$ cat src/rtl/id_ex_stage_if.sv
// id_ex_stage_if: IF/ID inputs, regfile read port, hazard controls and ID/EX outputs of the decode stage.
interface id_ex_stage_if #(parameter int XLEN = 32);
    logic [31:0]     instr_d;
    logic [XLEN-1:0] pc_d;
    logic            valid_d;
    logic [4:0]      rs1_addr, rs2_addr;
    logic [XLEN-1:0] rs1_data, rs2_data;
    logic            flush_e, hold_e, stall_fd, valid_e;
    logic [XLEN-1:0] pc_e, rs1_data_e, rs2_data_e, imm_e;
    logic [4:0]      rs1_e, rs2_e, rd_e;
    logic [2:0]      funct3_e;
    logic            funct7b5_e;
    logic [6:0]      opcode_e;
    logic            reg_we_e, mem_read_e, mem_write_e, branch_e, jump_e, illegal_e;
    modport slave (
        input  instr_d, pc_d, valid_d, rs1_data, rs2_data, flush_e, hold_e,
        output rs1_addr, rs2_addr, stall_fd, valid_e, pc_e, rs1_data_e, rs2_data_e, imm_e,
               rs1_e, rs2_e, rd_e, funct3_e, funct7b5_e, opcode_e,
               reg_we_e, mem_read_e, mem_write_e, branch_e, jump_e, illegal_e
    );
    modport master (
        output instr_d, pc_d, valid_d, rs1_data, rs2_data, flush_e, hold_e,
        input  rs1_addr, rs2_addr, stall_fd, valid_e, pc_e, rs1_data_e, rs2_data_e, imm_e,
               rs1_e, rs2_e, rd_e, funct3_e, funct7b5_e, opcode_e,
               reg_we_e, mem_read_e, mem_write_e, branch_e, jump_e, illegal_e
    );
endinterface

$ cat src/rtl/id_ex_stage.sv
// id_ex_stage: RV32I decode, immediate generation, load-use detection and ID/EX register.
module id_ex_stage #(
    parameter int          XLEN      = 32,
    parameter logic [31:0] NOP_INSTR = 32'h0000_0013
) (
    input logic           clk,
    input logic           reset_n,
    id_ex_stage_if.slave  bus
);
    logic [31:0]     in;
    logic [6:0]      op;
    logic            is_r, is_i, is_ld, is_st, is_br, is_jal, is_jalr, is_lui, is_auipc;
    logic            legal, uses_rs1, uses_rs2, live, load_use, kill;
    logic [XLEN-1:0] imm;
    assign in       = bus.instr_d;
    assign op       = in[6:0];
    assign is_r     = op == 7'b0110011;
    assign is_i     = op == 7'b0010011;
    assign is_ld    = op == 7'b0000011;
    assign is_st    = op == 7'b0100011;
    assign is_br    = op == 7'b1100011;
    assign is_jal   = op == 7'b1101111;
    assign is_jalr  = op == 7'b1100111;
    assign is_lui   = op == 7'b0110111;
    assign is_auipc = op == 7'b0010111;
    assign legal    = is_r | is_i | is_ld | is_st | is_br | is_jal | is_jalr | is_lui | is_auipc;
    assign uses_rs1 = is_r | is_i | is_ld | is_st | is_br | is_jalr;
    assign uses_rs2 = is_r | is_st | is_br;
    assign live     = bus.valid_d && in != NOP_INSTR;
    assign bus.rs1_addr = in[19:15];
    assign bus.rs2_addr = in[24:20];
    assign load_use = bus.valid_e & bus.mem_read_e & (bus.rd_e != 5'd0) & bus.valid_d &
                      ((uses_rs1 & (bus.rd_e == in[19:15])) | (uses_rs2 & (bus.rd_e == in[24:20])));
    assign bus.stall_fd = reset_n & ~bus.flush_e & (bus.hold_e | load_use);
    // Anything that must not reach EX as a live instruction becomes a bubble.
    assign kill = bus.flush_e | load_use | ~live;
    assign imm = (is_i | is_ld | is_jalr) ? {{(XLEN-12){in[31]}}, in[31:20]} :
                 is_st                    ? {{(XLEN-12){in[31]}}, in[31:25], in[11:7]} :
                 is_br                    ? {{(XLEN-12){in[31]}}, in[7], in[30:25], in[11:8], 1'b0} :
                 (is_lui | is_auipc)      ? {{(XLEN-31){in[31]}}, in[30:12], 12'b0} :
                 is_jal                   ? {{(XLEN-20){in[31]}}, in[19:12], in[20], in[30:21], 1'b0} :
                                            '0;
    always_ff @(posedge clk) begin
        if (!reset_n) begin
            bus.valid_e     <= 1'b0;
            bus.pc_e        <= '0;
            bus.rs1_data_e  <= '0;
            bus.rs2_data_e  <= '0;
            bus.imm_e       <= '0;
            bus.rs1_e       <= '0;
            bus.rs2_e       <= '0;
            bus.rd_e        <= '0;
            bus.funct3_e    <= '0;
            bus.funct7b5_e  <= 1'b0;
            bus.opcode_e    <= '0;
            bus.reg_we_e    <= 1'b0;
            bus.mem_read_e  <= 1'b0;
            bus.mem_write_e <= 1'b0;
            bus.branch_e    <= 1'b0;
            bus.jump_e      <= 1'b0;
            bus.illegal_e   <= 1'b0;
        end else if (bus.flush_e || !bus.hold_e) begin
            bus.valid_e     <= !kill;
            bus.pc_e        <= bus.pc_d;
            bus.rs1_data_e  <= bus.rs1_data;
            bus.rs2_data_e  <= bus.rs2_data;
            bus.imm_e       <= imm;
            bus.rs1_e       <= in[19:15];
            bus.rs2_e       <= in[24:20];
            bus.rd_e        <= kill ? 5'd0 : in[11:7];
            bus.funct3_e    <= in[14:12];
            bus.funct7b5_e  <= in[30];
            bus.opcode_e    <= op;
            bus.reg_we_e    <= !kill & legal & !(is_st | is_br) & (in[11:7] != 5'd0);
            bus.mem_read_e  <= !kill & is_ld;
            bus.mem_write_e <= !kill & is_st;
            bus.branch_e    <= !kill & is_br;
            bus.jump_e      <= !kill & (is_jal | is_jalr);
            bus.illegal_e   <= !kill & !legal;
        end
    end
endmodule

$ cat src/flat_wrapper.sv
// flat-port wrapper written by rule: the top's interface ports become plain ports
module id_ex_stage_flat 
#(
    parameter int          XLEN      = 32,
    parameter logic [31:0] NOP_INSTR = 32'h0000_0013
)
  (clk, reset_n, bus_instr_d, bus_pc_d, bus_valid_d, bus_rs1_data, bus_rs2_data, bus_flush_e, bus_hold_e, bus_rs1_addr, bus_rs2_addr, bus_stall_fd, bus_valid_e, bus_pc_e, bus_rs1_data_e, bus_rs2_data_e, bus_imm_e, bus_rs1_e, bus_rs2_e, bus_rd_e, bus_funct3_e, bus_funct7b5_e, bus_opcode_e, bus_reg_we_e, bus_mem_read_e, bus_mem_write_e, bus_branch_e, bus_jump_e, bus_illegal_e);
  id_ex_stage_if #(.XLEN(XLEN)) bus_i ();
  input logic clk;
  input logic reset_n;
  input wire logic [$bits(bus_i.instr_d)-1:0] bus_instr_d;
  input wire logic [$bits(bus_i.pc_d)-1:0] bus_pc_d;
  input wire logic [$bits(bus_i.valid_d)-1:0] bus_valid_d;
  input wire logic [$bits(bus_i.rs1_data)-1:0] bus_rs1_data;
  input wire logic [$bits(bus_i.rs2_data)-1:0] bus_rs2_data;
  input wire logic [$bits(bus_i.flush_e)-1:0] bus_flush_e;
  input wire logic [$bits(bus_i.hold_e)-1:0] bus_hold_e;
  output wire logic [$bits(bus_i.rs1_addr)-1:0] bus_rs1_addr;
  output wire logic [$bits(bus_i.rs2_addr)-1:0] bus_rs2_addr;
  output wire logic [$bits(bus_i.stall_fd)-1:0] bus_stall_fd;
  output wire logic [$bits(bus_i.valid_e)-1:0] bus_valid_e;
  output wire logic [$bits(bus_i.pc_e)-1:0] bus_pc_e;
  output wire logic [$bits(bus_i.rs1_data_e)-1:0] bus_rs1_data_e;
  output wire logic [$bits(bus_i.rs2_data_e)-1:0] bus_rs2_data_e;
  output wire logic [$bits(bus_i.imm_e)-1:0] bus_imm_e;
  output wire logic [$bits(bus_i.rs1_e)-1:0] bus_rs1_e;
  output wire logic [$bits(bus_i.rs2_e)-1:0] bus_rs2_e;
  output wire logic [$bits(bus_i.rd_e)-1:0] bus_rd_e;
  output wire logic [$bits(bus_i.funct3_e)-1:0] bus_funct3_e;
  output wire logic [$bits(bus_i.funct7b5_e)-1:0] bus_funct7b5_e;
  output wire logic [$bits(bus_i.opcode_e)-1:0] bus_opcode_e;
  output wire logic [$bits(bus_i.reg_we_e)-1:0] bus_reg_we_e;
  output wire logic [$bits(bus_i.mem_read_e)-1:0] bus_mem_read_e;
  output wire logic [$bits(bus_i.mem_write_e)-1:0] bus_mem_write_e;
  output wire logic [$bits(bus_i.branch_e)-1:0] bus_branch_e;
  output wire logic [$bits(bus_i.jump_e)-1:0] bus_jump_e;
  output wire logic [$bits(bus_i.illegal_e)-1:0] bus_illegal_e;
  assign bus_i.instr_d = bus_instr_d;
  assign bus_i.pc_d = bus_pc_d;
  assign bus_i.valid_d = bus_valid_d;
  assign bus_i.rs1_data = bus_rs1_data;
  assign bus_i.rs2_data = bus_rs2_data;
  assign bus_i.flush_e = bus_flush_e;
  assign bus_i.hold_e = bus_hold_e;
  assign bus_rs1_addr = bus_i.rs1_addr;
  assign bus_rs2_addr = bus_i.rs2_addr;
  assign bus_stall_fd = bus_i.stall_fd;
  assign bus_valid_e = bus_i.valid_e;
  assign bus_pc_e = bus_i.pc_e;
  assign bus_rs1_data_e = bus_i.rs1_data_e;
  assign bus_rs2_data_e = bus_i.rs2_data_e;
  assign bus_imm_e = bus_i.imm_e;
  assign bus_rs1_e = bus_i.rs1_e;
  assign bus_rs2_e = bus_i.rs2_e;
  assign bus_rd_e = bus_i.rd_e;
  assign bus_funct3_e = bus_i.funct3_e;
  assign bus_funct7b5_e = bus_i.funct7b5_e;
  assign bus_opcode_e = bus_i.opcode_e;
  assign bus_reg_we_e = bus_i.reg_we_e;
  assign bus_mem_read_e = bus_i.mem_read_e;
  assign bus_mem_write_e = bus_i.mem_write_e;
  assign bus_branch_e = bus_i.branch_e;
  assign bus_jump_e = bus_i.jump_e;
  assign bus_illegal_e = bus_i.illegal_e;
  id_ex_stage #(.XLEN(XLEN), .NOP_INSTR(NOP_INSTR)) u_core (.clk(clk), .reset_n(reset_n), .bus(bus_i));
endmodule
$ cat config.mk
export PLATFORM = sky130hd
export DESIGN_NAME = id_ex_stage_flat
export DESIGN_NICKNAME = d
export VERILOG_FILES = /design/src/rtl/id_ex_stage_if.sv /design/src/rtl/id_ex_stage.sv /design/src/flat_wrapper.sv
export SDC_FILE = /design/constraint.sdc
export NUM_CORES = 1
export LEC_CHECK = 0
export BUFFER_PORTS_ARGS = -buffer_cell sky130_fd_sc_hd__buf_2
export CORE_MARGIN = 2
export CORE_UTILIZATION = 46
export CTS_CLUSTER_SIZE = 28
export DETAILED_ROUTE_END_ITERATION = 8
export PLACE_DENSITY_LB_ADDON = 0.15
export SLEW_MARGIN = 0
export SYNTH_ARGS = -nofsm -noshare
export SYNTH_HDL_FRONTEND = slang
export SYNTH_SLANG_ARGS = --single-unit
$ cat constraint.sdc
create_clock -name clk -period 1.8 [get_ports clk]
set_input_delay 0.09 -clock clk [delete_from_list [all_inputs] [get_ports clk]]
set_output_delay 0.09 -clock clk [all_outputs]
set_load 0.02 [all_outputs]
# ---- Word level (Yosys, flattened, before mapping)
# Index checks and enable logic that the tools add are counted.
dict set report word_totals {
  reg_bits 161
  in_bits 133
  output_inout_bits 172
}
dict set report op_classes {
  eq_ne 12
  mux 6
  bitwise 38
  reduce_logical 8
}
# operator count
set ops {}
lappend ops {{$mux W32} 5}
lappend ops {{$ne A32 B5 Y1 const B} 1}
lappend ops {{$eq A7 B6 Y1 const B} 3}
lappend ops {{$eq A7 B7 Y1 const B} 3}
lappend ops {{$or A1 B1 Y1} 20}
lappend ops {{$and A1 B1 Y1} 16}
lappend ops {{$eq A7 B5 Y1 const B} 2}
lappend ops {{$eq A5 B5 Y1} 2}
lappend ops {{$reduce_bool A5 Y1} 2}
lappend ops {{$eq A7 B2 Y1 const B} 1}
lappend ops {{$mux W5} 1}
lappend ops {{$logic_not A1 Y1} 4}
lappend ops {{$not A1 Y1} 2}
lappend ops {{$logic_and A1 B1 Y1} 1}
lappend ops {{$logic_or A1 B1 Y1} 1}

# ---- Logic depth before layout (Yosys ltp)
dict set report logic_depth {
  word_depth 15
  depth_mapped 7
}

# ---- Worst setup path before layout
# Ideal clock, no wire load.
dict set report synth_timing {
  path_type {register to output}
  from {register u_core.bus.rd_e[1] (netlist bit)}
  to {output bus_stall_fd}
  arrival_ns 1.668
  required_ns 1.710
  slack_ns 0.042
  stages_incl_launch_ff 6
  n_path_buf 0
  path_cell_list {dfxtp_1 > xnor2_1 > nand3_1 > nor4_1 > o21ai_2 > a21oi_1}
}
dict set report synth_between {
  elab_chain_cells 6
  elab_cells_between_ends 11
  classes_between {eq/ne: 2; bitwise: 8; reduce/logical: 1}
}
# item line_no
set synth_rtl {}
lappend synth_rtl {{start, declared} id_ex_stage_if.sv:18} ;# rs1_e, rs2_e, rd_e, funct3_e, funct7b5_e, opcode_e,
lappend synth_rtl {{start signal, assigned} id_ex_stage.sv:70} ;# bus.rd_e <= kill ? 5'd0 : in[11:7];
lappend synth_rtl {{$eq A5 B5 Y1 or $reduce_bool A5 Y1 (tied branches)} {id_ex_stage.sv:33, id_ex_stage.sv:32}}
lappend synth_rtl {{$and A1 B1 Y1 (on tied branches)} {id_ex_stage.sv:33, id_ex_stage.sv:32}}
lappend synth_rtl {{$or A1 B1 Y1 or $and A1 B1 Y1 (tied branches)} {id_ex_stage.sv:33, id_ex_stage.sv:32}}
lappend synth_rtl {{$and A1 B1 Y1 *} id_ex_stage.sv:32} ;# assign load_use = bus.valid_e & bus.mem_read_e & (bus.rd_e != 5'd0) & bus.valid_d &
lappend synth_rtl {{$or A1 B1 Y1 *} id_ex_stage.sv:34} ;# assign bus.stall_fd = reset_n & ~bus.flush_e & (bus.hold_e | load_use);
lappend synth_rtl {{$and A1 B1 Y1 *} id_ex_stage.sv:34}
lappend synth_rtl {{end, declared} flat_wrapper.sv:20} ;# output wire logic [$bits(bus_i.stall_fd)-1:0] bus_stall_fd;
# Every way passes the cells marked *; elsewhere a longest branch is shown, timed or not.

# ---- Final worst setup path
# Same ends and word-level chain as after synthesis.

==> qor.csv <==
metric;value;unit
status;finished, violations left;
failing checks;negative setup slack;
max_cap viols;0;
Post-Layout Cell Count;1359;
Tmin final;1833;ps
Core Rows;43;
fin. max-slew vios;0;
RSZ-0062 raised after global routing;yes;
Starting Density;46.66;%
# setup viols final;1;
hold endpoint;u_core.bus.imm_e[15];
Residual DRC;0;
design area;9990;um2
cell leakage power;4.675;nW
Core Area;13720;um2
GRT overflow;0;
synthesized cell area;6401;um2
#FFs+latches synth;161;
total global-route track usage;28.77;%
final WL;21.95;mm
Ys Warns;0;
syn avg cell area;8.456;um2
Worst-path clk slew;60;ps
# port buffers;304;
Final WS setup;-32.70;ps
Total Power;8.815;mW
CP Capture Type;output pin;
final hold violation count;0;
Unique masters post-synth;46;
num ports;305;
layout cell share with drive strength beyond 1;32.23;%
reg2reg end;u_core.bus.mem_read_e;
Synth Instances;757;
dpl cell area;8040;um2
Clock Tree Root;clkbuf_16;
Avg WL per Cell;16.15;um
Post-synth EDFFs;0;
CP Cell Sequence;xnor2_1 > nand3_1 > nor4_4 > o21ai_2 > a21oi_2 > buf_4;
RR Startpoint;u_core.bus.rd_e[3];
diode count;0;
WP data required;1710;ps
post-synth top area cell;dfxtp_1;
antenna-violating nets left;0;
Longest Clk Path Bufs;2;
Post-Syn Nets;890;
multi-input logic area;2925;um2
depth of the most critical reg-to-reg path;6;
Register Area;3239;um2
H-Tree Depth;4;
Max transition margin;42.20;%
Sink Count;161;
period utilization;101.8;%
Pwr Density;882.4;nW/um2
CP Class;flop to output pin;
sequential-to-total area share from yosys stat;50.35;%
largest net degree at the start of global routing;90;
crit-path max FO;5;
full die area;14880;um2
Async SR Flop Fraction;0;%
TritonCTS clock tree;yes;
nets;1300;
final core utilization;72.81;%
vias per inst;5.043;
commonest non-fill, non-tap cell in the layout;buf_2;
Die Span Y;122.0;um
dominant synthesized flop cell;dfxtp_1;
hpwl dp;13.54;mm
placed insts;1198;
CP startpoint kind;flop;
Crit path arrival time;1740;ps
hold path start;bus_instr_d[15];
flop2flop setup slack;160;ps
hold depth;3;
Num CTS Buffers;17;
Slew @ Worst Pin;867.0;ps
initial antenna violation count;0;
most frequent cells in the layout;buf_2 (302), nand2_1 (261), dfxtp_1 (156);
DR vias;6853;
Die X;122.0;um
peak supply drop;0.6267;mV
clock skew;6.328;ps
Hold WC Path Type;input pin to flop;
total iterations of the first detailed-routing run;5;
critical path launch point;u_core.bus.rd_e[1];
slowest CP cell;dfxtp_4;
delay of the slowest critical-path stage;360;ps
fillers;1041;
global-route wire length before repair;33.36;mm
Iter 0 DRT Violations;502;
Worst-Skew Late Latency;430;ps
Synth top area share;50.35;%
vias in the first global route;6537;
gpl congestion;0.8525;
Achievable Freq;545.6;MHz
main area contributors after synthesis;dfxtp_1 (50%), nand2_1 (15%), a21boi_0 (14%), o21ai_0 (2.0%), a21oi_1 (2.0%);
P&R area growth vs syn;56.06;%
-- kinds of logic (layout without fill, tap and decap cells) --
logic type / Yosys count / in the layout / synth area share (%)
and+or+nand+nor: 319 / 319 / 21.01
AOI/OAI and AO/OA: 200 / 200 / 22.13
DFF: 161 / 161 / 50.35
buffers and inverters: 67 / 489 / 5.141
xor gates and xnor gates: 10 / 10 / 1.368
-- final cells by class --
cell class | count | share of cell area (%)
inverters | 3 | 0.1127
flip-flops and latches | 161 | 32.43
clock buffers | 22 | 4.747
clock inverters | 9 | 1.065
repair buffers | 455 | 30.11
multi-input cells | 529 | 29.28
well taps | 180 | 2.255
-- metal layers --
layer / routed length [um] / vias to the layer above / GRT usage [%]
li1: - / 3360 / -
met1: 8602 / 3125 / 33.07
met2: 10580 / 314 / 49.20
met3: 1985 / 54 / 8.474
met4: 779 / 0 / 13.29
met5: 0 / - / 0
-- state kept, by name, indices dropped and copies added, names as in the netlist --
signal	count
u_core.bus.branch_e	1
u_core.bus.funct3_e	3
u_core.bus.funct7b5_e	1
u_core.bus.illegal_e	1
u_core.bus.imm_e	32
u_core.bus.jump_e	1
u_core.bus.mem_read_e	1
u_core.bus.mem_write_e	1
u_core.bus.opcode_e	7
u_core.bus.pc_e	32
u_core.bus.rd_e	5
u_core.bus.reg_we_e	1
u_core.bus.rs1_data_e	32
u_core.bus.rs1_e	5
u_core.bus.rs2_data_e	32
u_core.bus.rs2_e	5
u_core.bus.valid_e	1
-- cells in the mapped netlist (all sizes together) (4+ instances only) --
| cell | number |
|---|---|
| a21boi | 118 |
| a21oi | 25 |
| a221oi | 4 |
| a22oi | 7 |
| a32o | 7 |
| buf | 35 |
| clkbuf | 29 |
| dfxtp | 161 |
| nand2 | 261 |
| nand3 | 8 |
| nor2 | 9 |
| nor2b | 8 |
| nor3 | 5 |
| nor3b | 5 |
| nor4 | 6 |
| o21ai | 27 |
| xnor2 | 8 |
-- worst max-delay path, delay by kind of cell (launching register included) --
family / cells / cell delay, ps
and+or+nand+nor: 2 / 410
xor gates and xnor gates: 1 / 130
DFF: 1 / 360
AOI/OAI and AO/OA: 2 / 270
buffers and inverters: 1 / 150
-- per-stage QoR --
stage	setup TNS (ps)	setup slack [ps]	hold WS [ps]
after floorplan	0	42.20	228.5
after global placement	0	78.25	346.3
after detailed placement	0	59.06	351.6
after CTS	-58.95	-58.95	1.961
after global routing	-99.11	-99.11	30.36
final	-32.70	-32.70	27.97
-- power breakdown --
group	switching, mW	leakage [nW]	total [mW]	internal (mW)
Combinational	0.798	3.06	1.42	0.617
Sequential	0.0912	1.33	3.84	3.75
Clock	1.42	0.278	3.55	2.14
Total	2.30	4.67	8.81	6.51
-- worst max path at each step --
stage	slack (ps)	cells past startpoint	end
5_1_grt	-100	6	bus_stall_fd
2_1_floorplan	40	5	bus_stall_fd
6_report	-30	6	bus_stall_fd
4_1_cts	-60	6	bus_stall_fd
3_5_place_dp	60	6	u_core.bus.imm_e[21]
3_3_place_gp	80	6	bus_stall_fd
-- timing repair --
item,in CTS,in global routing
buffers inserted,6,0
endpoints found under the setup margin,1,1
hold endpoints to repair,137,0
hold buffers,124,0
resized for setup,14,5
pin swaps,4,3
Note: power is estimated with default switching activity, not from simulation.
